--- src/rtl/gray_rd_arbiter.sv ---
// Two-requester round-robin arbiter for the shared host gray-image read port,
// with burst lock, forced hand-over after MAX_BURST beats and in-order return routing.
module gray_rd_arbiter #(
    parameter int AW        = 14,
    parameter int DW        = 8,
    parameter int RD_LAT    = 1,
    parameter int MAX_BURST = 9
) (
    input  logic          clk,
    input  logic          reset,
    input  logic          gray_ready,
    output logic [AW-1:0] gray_addr,
    output logic          gray_req,
    input  logic [DW-1:0] gray_data,
    input  logic          req0,
    input  logic          req1,
    input  logic [AW-1:0] addr0,
    input  logic [AW-1:0] addr1,
    input  logic          lock0,
    input  logic          lock1,
    output logic          gnt0,
    output logic          gnt1,
    output logic          rvalid0,
    output logic          rvalid1,
    output logic [DW-1:0] rdata0,
    output logic [DW-1:0] rdata1,
    output logic          busy
);

    typedef enum logic [1:0] {NONE, OWN0, OWN1} owner_t;

    localparam logic [3:0] MAX_CNT = 4'(MAX_BURST);

    owner_t      owner, owner_nxt;
    logic        last_served, last_nxt;
    logic [3:0]  beat_cnt, cnt_nxt;
    logic        force_rel;
    logic        acc0, acc1;
    logic [RD_LAT:0] tag_v, tag_id;

    assign acc0 = req0 && gnt0;
    assign acc1 = req1 && gnt1;

    always_ff @(posedge clk or posedge reset) begin
        if (reset) begin
            owner       <= NONE;
            last_served <= 1'b1;
            beat_cnt    <= '0;
        end else begin
            owner       <= owner_nxt;
            last_served <= last_nxt;
            beat_cnt    <= cnt_nxt;
        end
    end

    always_comb begin
        owner_nxt = owner;
        last_nxt  = last_served;
        cnt_nxt   = beat_cnt;
        if (force_rel) begin
            owner_nxt = NONE;
            last_nxt  = (owner == OWN1);
            cnt_nxt   = '0;
        end else if (acc0 || acc1) begin
            if ((acc0 && lock0) || (acc1 && lock1)) begin
                owner_nxt = acc1 ? OWN1 : OWN0;
                cnt_nxt   = (beat_cnt == MAX_CNT) ? beat_cnt : beat_cnt + 4'd1;
            end else begin
                owner_nxt = NONE;
                last_nxt  = acc1;
                cnt_nxt   = '0;
            end
        end
    end

    // A saturated owner loses its grant as soon as the other side waits, even with lock high.
    always_comb begin
        gnt0      = 1'b0;
        gnt1      = 1'b0;
        force_rel = 1'b0;
        case (owner)
            OWN0: begin
                force_rel = (beat_cnt == MAX_CNT) && req1;
                gnt0      = gray_ready && req0 && !force_rel;
            end
            OWN1: begin
                force_rel = (beat_cnt == MAX_CNT) && req0;
                gnt1      = gray_ready && req1 && !force_rel;
            end
            default: begin
                if (gray_ready) begin
                    if (req0 && req1) begin
                        gnt0 = last_served;
                        gnt1 = !last_served;
                    end else begin
                        gnt0 = req0;
                        gnt1 = req1;
                    end
                end
            end
        endcase
        if (reset) begin
            gnt0 = 1'b0;
            gnt1 = 1'b0;
        end
    end

    always_ff @(posedge clk or posedge reset) begin
        if (reset) begin
            gray_req  <= 1'b0;
            gray_addr <= '0;
            tag_v     <= '0;
            tag_id    <= '0;
            rvalid0   <= 1'b0;
            rvalid1   <= 1'b0;
            rdata0    <= '0;
            rdata1    <= '0;
        end else begin
            gray_req <= acc0 || acc1;
            if (acc0 || acc1)
                gray_addr <= acc1 ? addr1 : addr0;
            tag_v   <= {tag_v[RD_LAT-1:0], acc0 || acc1};
            tag_id  <= {tag_id[RD_LAT-1:0], acc1};
            rvalid0 <= tag_v[RD_LAT] && !tag_id[RD_LAT];
            rvalid1 <= tag_v[RD_LAT] && tag_id[RD_LAT];
            if (tag_v[RD_LAT] && !tag_id[RD_LAT])
                rdata0 <= gray_data;
            if (tag_v[RD_LAT] && tag_id[RD_LAT])
                rdata1 <= gray_data;
        end
    end

    assign busy = (owner != NONE) || (|tag_v);

endmodule

--- config.mk ---
export PLATFORM = sky130hd
export DESIGN_NAME = gray_rd_arbiter
export DESIGN_NICKNAME = d
export VERILOG_FILES = /design/src/rtl/gray_rd_arbiter.sv
export SDC_FILE = /design/constraint.sdc
export NUM_CORES = 1
export LEC_CHECK = 0
export ABC_AREA = 1
export ABC_CLOCK_PERIOD_IN_PS = 1550
export CAP_MARGIN = 10
export CORE_MARGIN = 1
export CORE_UTILIZATION = 39
export DETAILED_ROUTE_END_ITERATION = 10
export GPL_TIMING_DRIVEN = 0
export PLACE_DENSITY = 0.81
export SLEW_MARGIN = 10
export SYNTH_ARGS = -nofsm -noshare
export SYNTH_HDL_FRONTEND = slang
export SYNTH_SLANG_ARGS = --single-unit
--- constraint.sdc ---
create_clock -name clk -period 1.55 [get_ports clk]
set_input_delay 0.31 -clock clk [delete_from_list [all_inputs] [get_ports clk]]
set_output_delay 0.31 -clock clk [all_outputs]
set_load 0.02 [all_outputs]
# == Word level (Yosys, flattened, before mapping) ==
# Index checks and enable logic that the tools add are counted.
# op_classes
add_sub_neg,1
n_mul,0
div,0
n_lt_le_gt_ge,0
eq_ne,5
shifts,0
n_mux,21
bitwise_logic,0
reduce_logical,25
# ops
op,count
$mux W4,4
$mux W14,1
$logic_and A1 B1 Y1,13
$mux W1,9
$mux W2,4
$pmux W1 S2,3
$add A4 B1 Y4 const B,1
$eq A4 B4 Y1 const B,1
$logic_not A1 Y1,4
$reduce_and A2 Y1,2
$reduce_bool A2 Y1,2
$logic_or A1 B1 Y1,3
$ne A3 B3 Y1 const B,1
$eq A2 B1 Y1 const B,1
$eq A2 B2 Y1 const B,1
$ne A2 B2 Y1 const B,1
$reduce_or A2 Y1,1
# totals
reg_bits,44
latch_bits,0
ram_bits,0
romBits,0
inputBits,43
mem_count,0

# == Depth between registers and ports, before layout ==
# Gate-level depths: netlist (run 1).
# depth
ltp_word,12
ltp_mapped,13

# == Worst setup path before layout (run 1) ==
# OpenSTA, ideal clock, no wires.
# synth_path
path_type,reg2out
from,register owner[0]
to,output gnt1
arrival_time_ps,1488
required_time_ps,1240
slack_ps,-248
path_stages_with_launch,11
n_path_buf,2
cell_sequence,dfrtp_1 -> inv_1 -> ha_1 -> inv_2 -> nand2_1 -> nor2_1 -> nor2_2 -> nand2_2 -> buf_6 -> buf_4 -> inv_1
# synth_between
elab_chain_cells,3
elab_cells_between_ends,4
classes_between,2 x eq/ne; 2 x mux
# synth_lines
element,line_no,source
"start, declared",34,"owner_t owner, owner_nxt;"
"start signal, assigned",50,owner <= owner_nxt;
$eq A2 B2 Y1 / $eq A2 B1 Y1 (equally long branches),81,case (owner)
$pmux W1 S2 (*),81,
$mux W1 (*),102,if (reset) begin
"end, declared",22,"output logic gnt1,"
# Every way passes the cells marked *; elsewhere a longest branch is shown, timed or not.

# == Final worst setup path (run 1) ==
# layout_path
from,register beat_cnt[1]
to,output gnt1
# layout_between
elab_chain_cells,6
# layout_lines
element,line_no,source
"start, declared",36,"logic [3:0] beat_cnt, cnt_nxt;"
"start signal, assigned",52,beat_cnt <= cnt_nxt;
$eq A4 B4 Y1,87,force_rel = (beat_cnt == MAX_CNT) && req0;
$logic_and A1 B1 Y1,87,
$logic_not A1 Y1,88,gnt1 = gray_ready && req1 && !force_rel;
$logic_and A1 B1 Y1,88,
$pmux W1 S2,81,
$mux W1,102,
# Every way passes these cells.

==> qor.txt, run 1 <==
Status -> finished with violations
Failing checks -> setup timing
Post-route total power -> 5.60 mW
Nets -> 386
Post-route cell area -> 3430 µm²
RD Place Congestion -> 0.826
Placed wire-length estimate -> 3.61 mm
Post-layout util -> 0.708
Floorplan row count -> 25
Final TNS setup -> -8180 ps
Slowest stage delay, CP -> 390 ps
# clock sinks -> 43
Final Cycle Share -> 1.34
Setup Crit Path Kind -> reg -> out
Core Box Area -> 4850 µm²
Routed Wire Length -> 6.04 mm
Final setup fails -> 24
Share of layout cells above drive strength 1 -> 0.295
RSZ-0062 raised after global routing -> yes
Most common cell after layout, fill and taps aside -> nand2_1
Grt total ovfl -> 0
Total CTS buffers -> 5
Worst EP required -> 1240 ps
Most frequent cells in the layout -> nand2_1, dfrtp_1, clkdlybuf4s50_1, dlygate4sd2_1, o21ai_0
Pleak -> 1.65 nW
Ys Warns -> 0
Die H -> 73.8 µm
Max_slew headroom -> 0.733
Wire per inst -> 14.9 µm
Initial Util -> 0.414
TritonCTS clock tree -> done
Cell Area, Placed -> 2940 µm²
Clk_skew -> 9.37 ps
Cell family with most CP delay -> simple AND/OR/NAND/NOR gates
Buffers on Ports -> 78
Finished Layout Cells -> 406
Mapped Cells -> 230
Clk Latency, worst-skew pair -> 300 ps
Avg Synthesized Cell Area -> 8.73 µm²
Post-synthesis sequential area ratio -> 0.536
Synth cell types -> 24
CP Depth -> 10
Type of origin of the critical path -> flip-flop
Most frequent CP cell -> buf_8
WHS -> 253 ps
Vias -> 2038
Worst-case reg-to-reg path depth -> 13
Antenna Cells -> 0
Worst setup startpoint -> beat_cnt[1]$_DFFE_PP0P_
Vias in the first global route -> 2051
Ys flop type -> dfrtp_1
VDD IR max -> 0.860 mV
PnR worst setup slack -> -525 ps
Hold Vio Cnt, Final -> 0
Horiz. Die Dim -> 73.8 µm
Die ar. -> 5440 µm²
Pre-antenna DRT Iters -> 4
Post-Place Worst Slack -> -887 ps
Initial drt markers -> 88
Tmin final -> 2080 ps
Critical Path End Type -> output pin
Placed cells -> 376
Vias per Instance -> 5.02
Ys async rst share -> 1.00
Initial antenna violation count -> 0
CTS hold repair buffers -> 0
Worst Tran Pin Value -> 400 ps
CTS Buffer Depth -> 2
Slowest stage cell, crit path -> dfrtp_1
Mapped Nets -> 278
Root buf cell -> clkbuf_8
Buf+Inv Stages, Crit Path -> 5
Critical path arrival -> 1770 ps
CP max FO -> 3
Fmax -> 0.482 GHz
H-tree depth -> 2
Total global-route track usage -> 0.228
CTS clk-pin slew, worst paths -> 90 ps
Max_cap viols -> 0
Hold WC Path Type -> in -> async
Pin count of the biggest net entering global routing -> 38
RR Startpoint -> owner[0]$_DFFE_PP0P_
EDFF count, synth -> 0
Ports -> 79
Cell Area, Synth -> 2010 µm²
Post-route ant nets -> 0
Yosys reg bits -> 43
Final Max Slew Viols -> 0
DRC viols -> 0
Pwr Density -> 1630 nW/µm²
Area growth from synthesis to final layout -> 71.0%
Worst-path cell chain -> inv_1 -> ha_4 -> nand4_1 -> nand2_1 -> nand2_2 -> nand2_4 -> buf_8 -> buf_8 -> clkinv_4 -> buf_6
First-pass GRT wire length -> 9.28 mm
-- power by group --
group	leakage (nW)	switching, mW	internal, mW
sequential	0.522	0.311	1.59
combinational	1.08	1.64	1.33
clock	0.0443	0.416	0.322
-- synth_stat cells, types with 3 or more instances --
master / n / share of area
a21oi_1: 10 / 0.025
dfrtp_1: 42 / 0.52
ha_1: 5 / 0.031
inv_1: 22 / 0.041
inv_2: 3 / 0.0056
nand2_1: 59 / 0.11
nand2_2: 5 / 0.016
nand3_1: 12 / 0.030
nand4_1: 3 / 0.0093
nor2_1: 18 / 0.034
o21ai_0: 30 / 0.075
-- state kept, by name (all words and copies together), names as in the netlist --
register	cells
rvalid0	1
tag_id	2
gray_addr	14
owner	2
rdata0	8
rdata1	8
tag_v	2
last_served	1
beat_cnt	4
rvalid1	1
-- final cells by class --
class / count / area, µm²
fillers: 349 / 1410
flip-flops and latches: 43 / 1080
multi-input cells: 155 / 1010
repair buffers: 101 / 988
inverters: 25 / 104
well taps: 67 / 83.8
plain buffers: 7 / 80.1
clock buffers: 5 / 68.8
clock inverters: 3 / 25.0
-- final timing paths --
check	slack, ps	to
setup / recovery	-530	gnt1
hold / removal	250	gray_addr[11]$_DFFE_PP0P_
setup reg to reg	-430	beat_cnt[3]$_DFFE_PP0P_
hold reg to reg	360	tag_id[1]$_DFF_PP0_
max in group asynchronous	860	rvalid0$_DFF_PP0_
min in group clk	360	tag_id[1]$_DFF_PP0_
-- cell families (layout without fill, tap and decap cells) --
kind of cell / Yosys count / in the layout / synth area share
flip-flops: 43 / 43 / 0.536
AND/OR/NAND/NOR: 104 / 104 / 0.236
adder cells (fa/ha/maj): 5 / 5 / 0.0312
AO/OA/AOI/OAI: 44 / 44 / 0.116
XOR/XNOR: 2 / 2 / 0.00872
buffers and inverters: 32 / 141 / 0.0716
-- timing repair --
action                                  CTS  global route
setup buffers                            18             7
gates resized for setup                  89            38
pin swaps                                16            11
endpoints found under the setup margin   56            28
gates cloned                              1             0
-- layer usage --
metal	vias up	track usage	routed length (µm)
met2	83	0.420	3230
met4	0	0.0962	229
met3	22	0.0590	352
met5	-	0	0
met1	984	0.244	2230
li1	949	-	-
-- worst register-to-register path, delay by kind of cell, from the launching register on --
family / cells / cell delay, ps
AND/OR/NAND/NOR: 8 / 840
buffers and inverters: 4 / 460
flip-flops: 1 / 390
adder cells (fa/ha/maj): 1 / 250
Note: power is estimated with default switching activity, not from simulation.
==> run 2, diff against run 1 <==
- CORE_UTILIZATION: 39 -> 40
- CTS_BUF_LIST: default -> sky130_fd_sc_hd__clkbuf_4 sky130_fd_sc_hd__clkbuf_8
- PLACE_DENSITY: 0.81 -> 0.82
- RECOVER_POWER: default -> 100
==> run 2 against run 1 <==
Against the previous run:
- the flow still finishes with violations (setup timing)
- largest power group unchanged
- utilization is 0.69 points lower
- critical path type unchanged
- hold slack better by 110 ps
- die area is 2.4% lower
- register-to-register slack worse by 40 ps
- clock power hardly changed
==> qor.txt, run 2 (synthesized netlist as in run 1, its figures left out) <==
Post-Place Worst Slack -> -912 ps (was -887 ps)
Pre-antenna DRT Iters -> 4 (unchanged)
Core Box Area -> 4790 µm² (was 4850 µm²)
Buffers on Ports -> 78 (unchanged)
Post-route ant nets -> 0 (unchanged)
Grt total ovfl -> 0 (unchanged)
Initial Util -> 0.420 (was 0.414)
Worst Tran Pin Value -> 591 ps (was 400 ps)
Largest registers -> gray_addr x14, rdata0 x8, rdata1 x8 (unchanged)
CTS Buffer Depth -> 2 (unchanged)
Ports -> 79 (unchanged)
Multi-input logic area -> 933 µm² (was 1010 µm²)
Type of origin of the critical path -> flip-flop (unchanged)
Hold Vio Cnt, Final -> 0 (unchanged)
Fmax -> 0.491 GHz (was 0.482 GHz)
Wire per inst -> 13.9 µm (was 14.9 µm)
GR Util met3 -> 0.0566 (was 0.0590)
Filler cells -> 345 (was 349)
M2 GR Usage -> 0.413 (was 0.420)
TritonCTS clock tree -> done (unchanged)
Pleak -> 1.60 nW (was 1.65 nW)
Nets -> 389 (was 386)
VDD IR max -> 0.867 mV (was 0.860 mV)
PnR worst setup slack -> -485 ps (was -525 ps)
Initial antenna violation count -> 0 (unchanged)
M1 GR Usage -> 0.235 (was 0.244)
Total CTS buffers -> 5 (unchanged)
Hold WC Path Type -> reg -> reg (was in -> async)
Largest Register -> gray_addr (unchanged)
Share of layout cells above drive strength 1 -> 0.269 (was 0.295)
Routed Wire Length -> 5.68 mm (was 6.04 mm)
Max_cap viols -> 0 (unchanged)
# clock sinks -> 43 (unchanged)
Failing checks -> setup timing (unchanged)
Setup Crit Path Kind -> reg -> out (unchanged)
Critical Path End Type -> output pin (unchanged)
Initial drt markers -> 64 (was 88)
CTS clk-pin slew, worst paths -> 90 ps (about the same)
Critical path arrival -> 1730 ps (was 1770 ps)
RSZ-0062 raised after global routing -> yes (unchanged)
Tmin final -> 2040 ps (was 2080 ps)
Clk_skew -> 4.37 ps (was 9.37 ps)
Horiz. Die Dim -> 72.9 µm (was 73.8 µm)
Worst EP required -> 1240 ps (about the same)
Most frequent cells in the layout -> nand2_1, dfrtp_1, clkdlybuf4s50_1, dlygate4sd2_1, o21ai_0 (unchanged)
Final Cycle Share -> 1.31 (was 1.34)
Post-route total power -> 5.52 mW (was 5.60 mW)
Total global-route track usage -> 0.219 (was 0.228)
Area growth from synthesis to final layout -> 67.2% (was 71.0%)
Placed wire-length estimate -> 3.54 mm (was 3.61 mm)
DRC viols -> 0 (unchanged)
Vias per Instance -> 4.80 (was 5.02)
Final setup fails -> 24 (unchanged)
Pwr Density -> 1640 nW/µm² (was 1630 nW/µm²)
Die H -> 72.9 µm (was 73.8 µm)
Final Max Slew Viols -> 0 (unchanged)
Vias in the first global route -> 1964 (was 2051)
Vias -> 1963 (was 2038)
Die ar. -> 5310 µm² (was 5440 µm²)
Status -> finished with violations (unchanged)
H-tree depth -> 2 (unchanged)
Max_slew headroom -> 0.605 (was 0.733)
CP max FO -> 2 (was 3)
Busiest layer in global routing -> met2 (unchanged)
Most common cell after layout, fill and taps aside -> nand2_1 (unchanged)
Pin count of the biggest net entering global routing -> 30 (was 38)
Clk Latency, worst-skew pair -> 300 ps (about the same)
RD Place Congestion -> 0.793 (was 0.826)
Antenna Cells -> 0 (unchanged)
First-pass GRT wire length -> 8.85 mm (was 9.28 mm)
Floorplan row count -> 25 (unchanged)
Max reg flops -> 14 (unchanged)
Register area -> 1080 µm² (unchanged)
Root buf cell -> clkbuf_8 (unchanged)
-- run 2: area by class of cell --
class / instances / area share
Sequential cell: 43 / 0.321
Timing Repair Buffer: 104 / 0.293
Multi-Input combinational cell: 155 / 0.278
Inverter: 25 / 0.0309
Buffer: 7 / 0.0250
Tap cell: 67 / 0.0250
Clock buffer: 5 / 0.0205
Clock inverter: 3 / 0.00708
-- run 2: routing by layer --
layer	share of wire	wire, µm	up-vias
li1	-	-	958
met1	0.38	2190	925
met2	0.55	3100	65
met3	0.045	258	15
met4	0.024	138	0
met5	0	0	-
-- run 2: critical path, stage by stage, from the launching register on --
cell and delay, ps:
dfrtp_1 370, inv_2 60, ha_4 270, inv_2 30
nand2_1 40, nor2_1 50, nor2_2 140, nand2_2 100
buf_8 130, buf_8 110, clkinv_4 30, buf_6 100
-- run 2: stage by stage --
step | instance area, µm² | hold WS [ps] | instances | utilization | setup TNS (ps)
floorplan | 2050 | 331 | 230 | - | -119
global route | 3360 | 367 | 409 | 0.701 | -12410
finish | 3360 | 363 | 409 | 0.701 | -9100
CTS | 3230 | 329 | 401 | 0.675 | -7700
global placement | 2920 | 333 | 375 | 0.610 | -34190
detailed placement | 2940 | 340 | 376 | 0.614 | -7320
-- run 2: final timing paths --
path / from / end / slack (ps) / cells after the start
worst max-delay path: owner[0]$_DFFE_PP0P_ / gnt1 / -490 / 11
worst min-delay path: tag_id[0]$_DFF_PP0_ / tag_id[1]$_DFF_PP0_ / 360 / 0
worst max register to register: beat_cnt[1]$_DFFE_PP0P_ / last_served$_DFFE_PP1P_ / -470 / 15
worst min register to register: tag_id[0]$_DFF_PP0_ / tag_id[1]$_DFF_PP0_ / 360 / 0
max in group asynchronous: reset / rdata1[2]$_DFFE_PP0P_ / 150 / 3
min in group asynchronous: reset / beat_cnt[1]$_DFFE_PP0P_ / 530 / 2
-- run 2: repair_timing --
action / 4_1_cts / 5_1_grt
hold buffers: 0 / 0
buffers inserted: 16 / 8
gates cloned: 1 / 0
endpoints found under the hold margin: 0 / 0
pin swaps: 10 / 12
setup endpoints to repair: 55 / 27
resized for setup: 72 / 30
-- run 2: power breakdown --
part	switching (mW)	internal [mW]	total [mW]
Clock	0.413	0.322	0.735
Combinational	1.58	1.32	2.90
Sequential	0.301	1.59	1.89
